==> src/rtl/set_bit_sequencer.sv <==
// -----------------------------------------------------------------------------
// set_bit_sequencer
//
// Turns a request vector into a stream of set-bit indices, starting with the
// lowest. An accepted vector is held in `pending`. Each accepted output beat
// reports the index of the lowest set bit still pending, then clears that bit.
// When the last bit has been delivered the block can take a new vector in the
// same cycle, so consecutive vectors stream with no gap between them.
//
// Optional feature (compile-time macro):
//   SET_BIT_SEQUENCER_NULL_EN - an all-zero vector produces one "null" beat
//                               (out_index=0, out_last=1, out_null=1). When the
//                               macro is undefined, zero vectors are dropped
//                               and out_null is tied to 0.
//
// Parameters:
//   INPUTBITWIDTH   width of the request vector (>= 2)
//   OUTPUTBITWIDTH  index width, derived as $clog2(INPUTBITWIDTH); leave as is
//
// Ports:
//   clk        rising-edge clock
//   rst_n      asynchronous active-low reset
//   flush      synchronous abort; discards the pending vector
//   in_valid   in_data is presented
//   in_ready   block can accept a vector this cycle
//   in_data    request vector
//   out_valid  out_index is valid
//   out_ready  consumer accepts the current beat
//   out_index  index of the lowest set bit still pending
//   out_last   current beat is the final bit of the vector
//   out_null   current beat reports an all-zero vector
//   busy       a vector is pending
// -----------------------------------------------------------------------------
module set_bit_sequencer #(
  parameter int INPUTBITWIDTH  = 16,
  parameter int OUTPUTBITWIDTH = $clog2(INPUTBITWIDTH)
) (
  input  logic                      clk,
  input  logic                      rst_n,
  input  logic                      flush,
  input  logic                      in_valid,
  output logic                      in_ready,
  input  logic [INPUTBITWIDTH-1:0]  in_data,
  output logic                      out_valid,
  input  logic                      out_ready,
  output logic [OUTPUTBITWIDTH-1:0] out_index,
  output logic                      out_last,
  output logic                      out_null,
  output logic                      busy
);

  localparam logic [INPUTBITWIDTH-1:0] ONE = INPUTBITWIDTH'(1);

  // ---------------------------------------------------------------------------
  // State encoding
  // ---------------------------------------------------------------------------
`ifdef SET_BIT_SEQUENCER_NULL_EN
  typedef enum logic [1:0] {
    IDLE      = 2'd0,
    RUN       = 2'd1,
    NULL_BEAT = 2'd2
  } state_t;
  // Where an accepted all-zero vector goes.
  localparam state_t EMPTY_STATE = NULL_BEAT;
`else
  typedef enum logic [1:0] {
    IDLE = 2'd0,
    RUN  = 2'd1
  } state_t;
  localparam state_t EMPTY_STATE = IDLE;
`endif

  state_t                     state_reg;
  state_t                     state_next;
  logic [INPUTBITWIDTH-1:0]   pending_reg;
  logic [INPUTBITWIDTH-1:0]   pending_next;

  // ---------------------------------------------------------------------------
  // Datapath: lowest-set-bit isolation and its binary index
  // ---------------------------------------------------------------------------
  logic [INPUTBITWIDTH-1:0]   isolated;   // one-hot lowest set bit (or 0)
  logic [INPUTBITWIDTH-1:0]   remainder;  // pending with lowest bit cleared
  logic [OUTPUTBITWIDTH-1:0]  index_enc;

  // Two's complement trick: x & -x keeps only the lowest set bit,
  // x & (x-1) clears it.
  assign isolated  = pending_reg & (~pending_reg + ONE);
  assign remainder = pending_reg & (pending_reg - ONE);

  // One-hot to binary: index bit b is set when the isolated bit sits at a
  // position whose binary value has bit b set. Because `isolated` is one-hot,
  // an OR over those positions is an exact encoder with no priority chain.
  genvar gi;
  generate
    for (gi = 0; gi < OUTPUTBITWIDTH; gi++) begin : g_index_bit
      logic [INPUTBITWIDTH-1:0] sel_mask;

      always_comb begin
        sel_mask = '0;
        for (int j = 0; j < INPUTBITWIDTH; j++) begin
          sel_mask[j] = (((j >> gi) & 1) == 1);
        end
      end

      assign index_enc[gi] = |(isolated & sel_mask);
    end
  endgenerate

  // ---------------------------------------------------------------------------
  // Output decode: everything except in_ready comes from registers only
  // ---------------------------------------------------------------------------
  logic in_run;
  logic in_null;
  logic beat_done;
  logic last_done;
  logic accept;

  assign in_run = (state_reg == RUN);

`ifdef SET_BIT_SEQUENCER_NULL_EN
  assign in_null = (state_reg == NULL_BEAT);
`else
  assign in_null = 1'b0;
`endif

  assign out_valid = in_run | in_null;
  // In NULL_BEAT pending is zero, so remainder is zero and out_last is 1.
  assign out_last  = out_valid & (remainder == '0);
  assign out_index = in_run ? index_enc : '0;
  assign out_null  = in_null;
  assign busy      = (state_reg != IDLE);

  assign beat_done = out_valid & out_ready;
  assign last_done = beat_done & out_last;

  // A new vector is taken either when idle or in the cycle the final beat
  // of the current vector is consumed, which gives back-to-back streaming.
  // A flush cycle refuses input so nothing is loaded and then discarded.
  assign in_ready = ~flush & ((state_reg == IDLE) | last_done);
  assign accept   = in_valid & in_ready;

  // ---------------------------------------------------------------------------
  // Next-state logic
  // ---------------------------------------------------------------------------
  always_comb begin
    state_next   = state_reg;
    pending_next = pending_reg;

    case (state_reg)
      IDLE: begin
        // Waits for a vector; loading is handled below.
      end

      RUN: begin
        if (out_ready) begin
          pending_next = remainder;
          if (out_last) begin
            state_next = IDLE;
          end
        end
      end

`ifdef SET_BIT_SEQUENCER_NULL_EN
      NULL_BEAT: begin
        if (out_ready) begin
          state_next = IDLE;
        end
      end
`endif

      default: begin
        state_next   = IDLE;
        pending_next = '0;
      end
    endcase

    // Load covers both the IDLE case and the last-beat overlap from a
    // running state; it overrides the retire above.
    if (accept) begin
      pending_next = in_data;
      state_next   = (|in_data) ? RUN : EMPTY_STATE;
    end

    // Flush wins over everything, including a beat handshake in this cycle.
    if (flush) begin
      state_next   = IDLE;
      pending_next = '0;
    end
  end

  // ---------------------------------------------------------------------------
  // State registers
  // ---------------------------------------------------------------------------
  always_ff @(posedge clk or negedge rst_n) begin
    if (!rst_n) begin
      state_reg   <= IDLE;
      pending_reg <= '0;
    end else begin
      state_reg   <= state_next;
      pending_reg <= pending_next;
    end
  end

endmodule
==> config.mk <==
export PLATFORM = sky130hd
export DESIGN_NAME = set_bit_sequencer
export DESIGN_NICKNAME = d
export VERILOG_FILES = /design/src/rtl/set_bit_sequencer.sv
export SDC_FILE = /design/constraint.sdc
export NUM_CORES = 1
export LEC_CHECK = 0
export CORE_ASPECT_RATIO = 0.8
export CORE_UTILIZATION = 32
export CTS_BUF_LIST = sky130_fd_sc_hd__clkbuf_8
export DETAILED_ROUTE_END_ITERATION = 10
export MAX_ROUTING_LAYER = met4
export PLACE_DENSITY = 0.51
export SLEW_MARGIN = 20
export SYNTH_ARGS = -nofsm -noshare
export SYNTH_HDL_FRONTEND = slang
export SYNTH_SLANG_ARGS = --single-unit
export TNS_END_PERCENT = 50
==> constraint.sdc <==
create_clock -name clk -period 7.2 [get_ports clk]
set_clock_uncertainty 0.2 [all_clocks]
set_input_delay 1.44 -clock clk [delete_from_list [all_inputs] [get_ports clk]]
set_output_delay 1.44 -clock clk [all_outputs]
set_load 0.05 [all_outputs]
==> results of run 1 <==
per-stage QoR:
step,instances,utilization,instance area [sq um],hold slack [ns]
after detailed placement,224,0.416,1590,0.386
after global routing,228,0.427,1640,0.449
after floorplan,151,-,1290,0.310
after global placement,224,0.416,1590,0.397
final,228,0.427,1640,0.411
after CTS,228,0.427,1640,0.410
logic make-up (layout without fill, tap and decap cells):
group                  count (synthesis)  in the layout
and+or+nand+nor                       62             62
AOI/OAI and AO/OA                     52             52
buffers and inverters                 19             41
DFF                                   17             17
other                                  1              1
final timing paths:
| kind | start | endpoint | depth (start not counted) |
|---|---|---|---|
| worst max-delay path | pending_reg[3]$_DFFE_PN0P_ | in_ready | 7 |
| worst min register to register | pending_reg[12]$_DFFE_PN0P_ | pending_reg[12]$_DFFE_PN0P_ | 1 |
| worst max register to register | pending_reg[3]$_DFFE_PN0P_ | pending_reg[11]$_DFFE_PN0P_ | 6 |
| min in group asynchronous | rst_n | pending_reg[3]$_DFFE_PN0P_ | 1 |
| max in group asynchronous | rst_n | pending_reg[9]$_DFFE_PN0P_ | 1 |
| worst min-delay path | pending_reg[12]$_DFFE_PN0P_ | pending_reg[12]$_DFFE_PN0P_ | 1 |
per-layer routing:
metal | track usage | vias to the layer above | part of all wire | wire length [um]
met3 | 0.0462 | 4 | 0.045 | 178
met4 | 0.0532 | 0 | 0.011 | 42
met1 | 0.290 | 629 | 0.51 | 2010
met5 | - | - | 0 | 0
li1 | - | 641 | - | -
met2 | 0.308 | 45 | 0.44 | 1750
worst reg2reg max path, delay by kind of cell (launching register included):
| family | cells | cell delay [ns] |
|---|---|---|
| AOI/OAI and AO/OA | 4 | 1.08 |
| and+or+nand+nor | 2 | 0.95 |
| DFF | 1 | 0.47 |
placed cells by master, fill, tap and decap left out, types with 2 or more instances in the layout:
| master | instances |
|---|---|
| nor3b_1 | 2 |
| a221o_1 | 12 |
| nor2b_1 | 3 |
| a211oi_1 | 6 |
| nor2_1 | 15 |
| nand3_1 | 2 |
| and4_1 | 2 |
| a31oi_1 | 2 |
| inv_1 | 9 |
| dfrtp_1 | 17 |
| clkbuf_8 | 3 |
| nand2b_1 | 2 |
| clkdlybuf4s50_1 | 28 |
| nor3_1 | 5 |
| and3_1 | 6 |
| or4_1 | 5 |
| o21ai_0 | 5 |
| nor4_1 | 5 |
| a22o_1 | 2 |
| nor4_2 | 3 |
| nand2_1 | 6 |
| a21oi_1 | 8 |
| o211ai_1 | 2 |
layout make-up:
cell class / count / share of cell area
sequential: 17 / 0.260
inverter: 8 / 0.0183
clock buffer: 3 / 0.0252
timing repair buffer: 29 / 0.176
multi-input combinational: 115 / 0.476
tap: 55 / 0.0420
clock inverter: 1 / 0.00229
power breakdown:
group / total (uW) / internal (uW) / switching [uW]
registers: 134 / 108 / 26.2
logic: 186 / 75.2 / 111
clock network: 71.9 / 37.9 / 34.0
total: 391 / 221 / 171
==> metrics.yaml, run 1 <==
status:
  status: "finished clean"
logic_synthesis:
  synth_cells: 151
  synth_edf_count: 0
  post_synth.cell_area_avg_sq_um: 8.57
  netlist_top_cells_count: "dfrtp_1 (17), nor2_1 (15), a221o_1 (12)"
  synthAdderAreaFrac: 0
  syn_area_sq_um: 1290
  muxShareOfSynthArea: 0
  yosysTopAreaCell: "dfrtp_1"
  netlist_top_cells_area: "dfrtp_1 (33%), a221o_1 (9.3%), nor2_1 (4.4%)"
  synth_cell_type_count: 47
  ys_warn_count: 0
  synth-simple-area-share: 0.281
  synth_top_family_by_area: "compound AO/OA/AOI/OAI gates"
  syn_nets: 172
  synthXorXnorAreaFrac: 0
  synth.top_cell.area_share: 0.329
  ys_seq_area_frac: 0.329
  ys_ff_latch: 17
  synth_top_flop_cell: "dfrtp_1"
  synth_compound_area_frac: 0.318
  synthArstFlopShare: 1.00
  post-synth-top-count-cell: "dfrtp_1"
clock_tree:
  clk_pin_slew_worst_paths_ns: 0.07
  clockBufferDepth: 2
  ctsHoldBuffers: 0
  post_cts_buffers: 0
  worstSkewPairLatency_ns: 0.25
  clkSinkCount: 17
  cts_tree: "done"
  cts-root-buf: "clkbuf_8"
  htreeDepth: 1
  cts_buffers: 3
  post_cts_resized: 0
floorplan:
  die_x_um: 73.1
  dieArea_sq_um: 4300
  coreArea_sq_um: 3830
  start_util: 0.338
  die_h_um: 58.9
  io_pins: 30
  row_count: 20
grt:
  grt_pass1_vias: 1336
  grt_start_max_net_pins: 18
  grt_pass1_wl_mm: 6.58
  antenna_found_initial: 0
  gr-usage-all-layers: 0.209
  grt_overflow_total: 0
placed_design:
  dp_slack_ns: 2.51
  place_congestion: 0.881
  hpwlAfterDp_mm: 2.92
  io_buffer_count: 28
critical_path:
  max_stage_delay_ns: 0.81
  critical_path_class: "reg2out"
  crit_buf_inv: 1
  critPathTopFamily: "simple AND/OR/NAND/NOR gates"
  crit_path_start_kind: "flip-flop"
  crit_fanout: 8
  worstPathArrival_ns: 3.39
  crit_path_cell_trace: "or4_1 -> nor4_2 -> o21ai_1 -> a21oi_2 -> a41o_1 -> nor2b_1 -> clkdlybuf4s50_1"
  critPathRequiredTime_ns: 5.56
  crit_path_end_kind: "output port"
  slowest_stage: "clkdlybuf4s50_1"
  r2r_slack_ns: 4.44
cells_and_area:
  largest_register_ffs: 16
  antenna_cells: 0
  regArea_sq_um: 425
  fillerInstances: 390
  multi_input_area_sq_um: 779
  drive_gt1_frac: 0.0636
  final_nets: 195
  area_growth_pct: 26.5
timing:
  finalHoldViolCount: 0
  grt_setup_unrepaired: "no"
  worst_slew_pin_slew_ns: 0.833
  layout_min_cycle_time_ns: 5.03
  fin_tns_setup_ns: 0
  relSlewSlack: 0.443
  finalMaxSlewViolations: 0
  fin_crit_sh: 0.699
  max_freq_mhz: 199
  setup_viol: 0
  setup_slack_ns: 2.17
flow_run:
  cap_violations: 0
drt:
  wirelength_mm: 3.98
  vias_per_cell: 5.79
  ant_nets: 0
  vias: 1319
  wl_per_cell_um: 17.5
  drt_first_pass_iters: 4
  drc: 0
  drt_iter0_drc: 96
power_and_ir_drop:
  cellPowerDensity_nw_per_um2: 239
  p_leak_uw: 0.000665
  finalPower_uw: 391
  ir_worst_vdd_v: 0.000108
worst_hold_path:
  holdCritPathClass: "reg2reg"
Power figures use the tool's default switching activity.
==> inputs of run 2 (changes only) <==
==> constraint.sdc (replaced) <==
create_clock -name clk -period 4.8 [get_ports clk]
set_clock_uncertainty 0.2 [all_clocks]
set_input_delay 0.96 -clock clk [delete_from_list [all_inputs] [get_ports clk]]
set_output_delay 0.96 -clock clk [all_outputs]
set_load 0.05 [all_outputs]
==> run 2 against run 1 <==
Net effect:
- critical path depth stayed put
- non-clock buffer count is 1 higher
- hold slack better by 0.017 ns
- critical path type unchanged
==> metrics.yaml, run 2 (synthesis gave the netlist of run 1 again) <==
critical_path:
  crit_path_start_kind: "flip-flop"
  r2r_slack_ns: 2.03
  critPathRequiredTime_ns: 3.64
  slowest_stage: "clkdlybuf4s50_1"
  worstPathArrival_ns: 3.37
  max_stage_delay_ns: 0.81
  critical_path_class: "reg2out"
  reg2regPathDepth: 7
  r2r-end: "pending_reg[15]$_DFFE_PN0P_"
  crit_path_cell_trace: "or4_1 -> nor4_2 -> a211oi_1 -> a21oi_2 -> a41o_1 -> nor2b_1 -> clkdlybuf4s50_1"
  crit_fanout: 8
  critPathLaunch: "pending_reg[3]$_DFFE_PN0P_"
  reg2reg_from: "pending_reg[3]$_DFFE_PN0P_"
  crit_end: "in_ready"
  crit_path_end_kind: "output port"
clock_tree:
  post_cts_buffers: 0
  cts-root-buf: "clkbuf_8"
  htreeDepth: 1
  ctsHoldBuffers: 0
  clockBufferDepth: 2
  clk_pin_slew_worst_paths_ns: 0.07
  clkSinkCount: 17
  cts_buffers: 3
  cts_tree: "done"
  worstSkewPairLatency_ns: 0.26
  post_cts_resized: 0
cells_and_area:
  antenna_cells: 0
  drive_gt1_frac: 0.0747
  stdcell_count: 229
  final_common_cell: "clkdlybuf4s50_1"
  final_cell_mix: "clkdlybuf4s50_1 (28), dfrtp_1 (17), nor2_1 (15)"
  largest_register_ffs: 16
  fillerInstances: 378
  multi_input_area_sq_um: 779
  final_nets: 196
  regArea_sq_um: 425
  area_growth_pct: 27.2
power_and_ir_drop:
  switching_share: 0.439
  ir_worst_vdd_v: 0.000190
  p_clk_frac: 0.186
  finalPower_uw: 597
  intPower_uw: 335
  p_leak_uw: 0.000668
  cellPowerDensity_nw_per_um2: 363
  p_sw_uw: 262
  comb_power_share: 0.476
  p_seq_frac: 0.338
floorplan:
  start_util: 0.338
  row_count: 20
  die_h_um: 58.9
  coreArea_sq_um: 3830
  dieArea_sq_um: 4300
  io_pins: 30
  die_x_um: 73.1
drt:
  wirelength_mm: 4.17
  vias_per_cell: 6.02
  vias: 1378
  wl_per_cell_um: 18.2
  ant_nets: 0
  drt_iter0_drc: 136
  drt_first_pass_iters: 4
  drc: 0
placed_design:
  io_buffer_count: 28
  dp_slack_ns: 0.579
  hpwlAfterDp_mm: 3.05
  dp_cells: 225
  place_congestion: 0.914
timing:
  setup_viol: 0
  fin_tns_setup_ns: 0
  layout_min_cycle_time_ns: 4.53
  finalMaxSlewViolations: 0
  worst_slew_pin_slew_ns: 0.815
  setup_slack_ns: 0.274
  finalHoldViolCount: 0
  relSlewSlack: 0.455
  hold_ws_ns: 0.429
  max_freq_mhz: 221
  fin_crit_sh: 0.943
  grt_setup_unrepaired: "no"
flow_run:
  cap_violations: 0
grt:
  grt_start_max_net_pins: 18
  antenna_found_initial: 0
  grt_pass1_vias: 1263
  grt_pass1_wl_mm: 6.80
  grt_overflow_total: 0
  gr-usage-all-layers: 0.219
status:
  status: "finished clean"
worst_hold_path:
  holdCritPathClass: "reg2reg"
[run 2: changes by cell type in the layout (fill, tap and decap cells not counted), sizes merged]
| cell | delta |
|---|---|
| buf | +1 |
| clkinv | +1 |
| inv | -1 |
[run 2: layout make-up]
cell class	count	share of cell area
Tap cell	55	0.0418
Inverter	8	0.0183
Clock buffer	3	0.0251
Sequential cell	17	0.259
Multi-Input combinational cell	115	0.474
Clock inverter	1	0.00304
Timing Repair Buffer	30	0.179
[run 2: routing by layer]
metal	vias to the layer above	share of wire	GRT usage
li1	640	-	-
met1	660	0.45	0.314
met2	73	0.44	0.317
met3	5	0.099	0.0479
met4	0	0.011	0.0420
met5	-	0	-
[run 2: through the flow]
step           area (sq um)   util
2_1_floorplan          1290      -
3_3_place_gp           1600  0.418
3_5_place_dp           1600  0.418
4_1_cts                1650  0.430
5_1_grt                1650  0.430
6_report               1650  0.430
[run 2: how the worst min path moves through the flow]
stage / startpoint / to / slack [ns] / cells past startpoint
finish: pending_reg[12]$_DFFE_PN0P_ / pending_reg[12]$_DFFE_PN0P_ / 0.43 / 1
detailed placement: pending_reg[12]$_DFFE_PN0P_ / pending_reg[12]$_DFFE_PN0P_ / 0.40 / 1
floorplan: pending_reg[15]$_DFFE_PN0P_ / pending_reg[15]$_DFFE_PN0P_ / 0.31 / 1
global placement: pending_reg[15]$_DFFE_PN0P_ / pending_reg[15]$_DFFE_PN0P_ / 0.38 / 1
CTS: pending_reg[12]$_DFFE_PN0P_ / pending_reg[12]$_DFFE_PN0P_ / 0.42 / 1
global route: pending_reg[12]$_DFFE_PN0P_ / pending_reg[12]$_DFFE_PN0P_ / 0.44 / 1
[run 2: power by group through the flow]
| stage | clock network [uW] | registers, uW | logic, uW |
|---|---|---|---|
| after floorplan | 0 | 184 | 209 |
| after global placement | 0 | 203 | 286 |
| final | 111 | 202 | 284 |
| after detailed placement | 0 | 202 | 281 |
| after CTS | 116 | 200 | 283 |
| after global routing | 123 | 206 | 308 |
[run 2: critical path: cells and delay by family, from the launching register on]
family	cells	cell delay, ns
buf+inv	1	0.81
flops	1	0.46
simple gates	3	1.26
compound gates	3	0.57
==> inputs of run 3 (changes only) <==
--- a/config.mk
+++ b/config.mk
@@ -11,7 +11,6 @@
 export DETAILED_ROUTE_END_ITERATION = 10
 export MAX_ROUTING_LAYER = met4
 export PLACE_DENSITY = 0.51
-export SLEW_MARGIN = 20
 export SYNTH_ARGS = -nofsm -noshare
 export SYNTH_HDL_FRONTEND = slang
 export SYNTH_SLANG_ARGS = --single-unit
==> results of run 3 <==
No change in the layout: final DEF, timing and power equal those of run 2.
==> patch, RTL diff (config.mk and constraints of run 2) <==
Add a define of `SET_BIT_SEQUENCER_NULL_EN`.
--- a/src/rtl/set_bit_sequencer.sv
+++ b/src/rtl/set_bit_sequencer.sv
@@ -33,2 +33,4 @@
 // -----------------------------------------------------------------------------
+`define SET_BIT_SEQUENCER_NULL_EN
+
 module set_bit_sequencer #(
Formal check against the unedited RTL: not equivalent (a bounded check fails within 4 cycles, from zero or initial values and one cycle with rst_n low).
==> patch against run 2 <==
Design area up 16%. Largest power group unchanged. Setup slack got worse by 53 ps. Routed wire length is 17% higher. First-iteration DRC count is 11% higher. Area after synthesis is 19% higher. Total power is 6.9% lower. Largest cell class unchanged. Sequential cell count rose by 1. Critical path type unchanged.
==> patch: results (changes against run 2) <==
| Metric | Value |
|---|---|
| Status | `finished, final reports clean` |
| Async set-reset flop share out of synthesis | `1.00 (unchanged)` |
| Worst Path Arrival | `3420 ps (+50 ps)` |
| CP max stage delay | `890 ps (+80 ps)` |
| GPL Wtd Cong | `0.901 (-1.4%)` |
| Final #Nets | `248 (+27%)` |
| Count leader, synth | `o21ai_0` |
| Cell leakage power | `0.000735 uW (+10%)` |
| Postcts setup bufs | `0 (unchanged)` |
| Pre-antenna DRT Iters | `5 (+1)` |
| Peak VDD IR | `0.000116 V (-39%)` |
| Clock transition at path regs | `70 ps (about the same)` |
| Vias in the first global route | `1588 (+26%)` |
| Crit-path max FO | `9 (+1)` |
| Compound-gate portion of the synthesized area | `0.333 (+0.0149)` |
| Placement Cell Area | `1850 sq um (+16%)` |
| Clock buffers created by TritonCTS | `3 (unchanged)` |
| Max reg flops | `16 (unchanged)` |
| Synth Area in Adders | `0.0309 (+0.0309)` |
| Post-synth net total | `226 (+31%)` |
| Vias/cell | `5.81 (-3.5%)` |
| Met2 wire length | `2.01 mm (+10%)` |
| WL per Instance | `17.2 um (-5.5%)` |
| Slew Limit Headroom | `0.399 (-0.0560)` |
| Synth area leaders | `dfrtp_1 (29%), o21ai_0 (11%), nor2_1 (5.6%), o211ai_1 (5.4%), nor2b_1 (4.1%)` |
| Slew Viols, Final | `0 (unchanged)` |
| Pin count of the biggest net entering global routing | `19 (+1)` |
| Met3 WL | `401 um (-3.1%)` |
| Slowest cell on the critical path | `clkdlybuf4s50_1` |
| M1 wire length | `2.37 mm (+26%)` |
| Place WS | `390 ps (-189 ps)` |
| DRT iter0 DRCs | `151 (+11%)` |
| Mux cell area share after synthesis | `0.00651 (+0.00651)` |
| Synth unique cells | `44 (-6.4%)` |
| GRT Overall Usage | `0.209 (-0.0106)` |
| Number of port buffers | `29 (+3.6%)` |
| Crit path max-delay family | `compound AO/OA/AOI/OAI gates` |
| Ant diodes | `0 (unchanged)` |
| Final-layout fill cell count | `471 (+25%)` |
| Commonest cells in the synthesized netlist | `o21ai_0 (33), nor2_1 (23), dfrtp_1 (18), nand2_1 (15)` |
| Int Power | `325 uW (-2.9%)` |
| Post-DP HPWL | `3.67 mm (+20%)` |
| Highest metal used | `met4` |
| Root Driver | `clkbuf_8` |
| First-pass GRT wire length | `7.96 mm (+17%)` |
| Layout cells sized above 1 | `0.0538 (-0.0209)` |
| Post-cts resize count | `0 (unchanged)` |
| Post-synthesis sequential area ratio | `0.293 (-0.0357)` |
-- patch: cell count changes after synthesis, sizes merged, moves of 5 or more --
| cell | run 2 | this run |
|---|---|---|
| nor3 | 5 | 10 |
| nor2 | 15 | 23 |
| and3 | 6 | 1 |
| nor2b | 3 | 10 |
| o21ai | 6 | 35 |
| a221o | 12 | 0 |
| nand2 | 6 | 15 |
| o211ai | 2 | 11 |
-- patch: stage by stage --
stage | total power [uW] | instances
floorplan | 350 | 202
global placement | 423 | 279
detailed placement | 425 | 279
CTS | 556 | 283
global route | 590 | 283
finish | 556 | 283
-- patch: kinds of logic (layout without fill, tap and decap cells) --
family          Yosys count  count (layout)
simple gates             82              82
flops                    18              18
compound gates           76              76
mux                       1               1
fa+ha+maj                 4               4
buf+inv                  21              42
-- patch: area by class of cell --
cell class                      count  area, sq um  share of cell area
Clock buffer                        4         55.1              0.0289
Inverter                            5         18.8             0.00985
Multi-Input combinational cell    163          983               0.516
Sequential cell                    18          450               0.236
Tap cell                           60         75.1              0.0394
Timing Repair Buffer               33          323               0.169
-- patch: worst paths after layout --
check / startpoint / endpoint / slack (ps) / cells after the start
max: pending_reg[0]$_DFFE_PN0P_ / out_last / 220 / 5
min: state_reg[1]$_DFFE_PN0P_ / state_reg[1]$_DFFE_PN0P_ / 330 / 1
max reg2reg: pending_reg[0]$_DFFE_PN0P_ / pending_reg[7]$_DFFE_PN0P_ / 1170 / 7
min reg2reg: state_reg[1]$_DFFE_PN0P_ / state_reg[1]$_DFFE_PN0P_ / 330 / 1
max in group asynchronous: rst_n / state_reg[0]$_DFFE_PN0P_ / 2840 / 1
min in group asynchronous: rst_n / pending_reg[4]$_DFFE_PN0P_ / 1000 / 1
-- patch: power groups by stage --
stage / combinational [uW] / sequential (uW) / clock (uW)
after floorplan: 175 / 176 / 0
after global placement: 235 / 187 / 0
after detailed placement: 236 / 188 / 0
after CTS: 237 / 186 / 134
after global routing: 258 / 189 / 142
final: 238 / 187 / 131
-- patch: routing by layer --
layer / GRT usage / vias up
met5: - / -
met2: 0.311 / 75
met4: 0.0500 / 0
met1: 0.284 / 767
met3: 0.0500 / 10
li1: - / 792
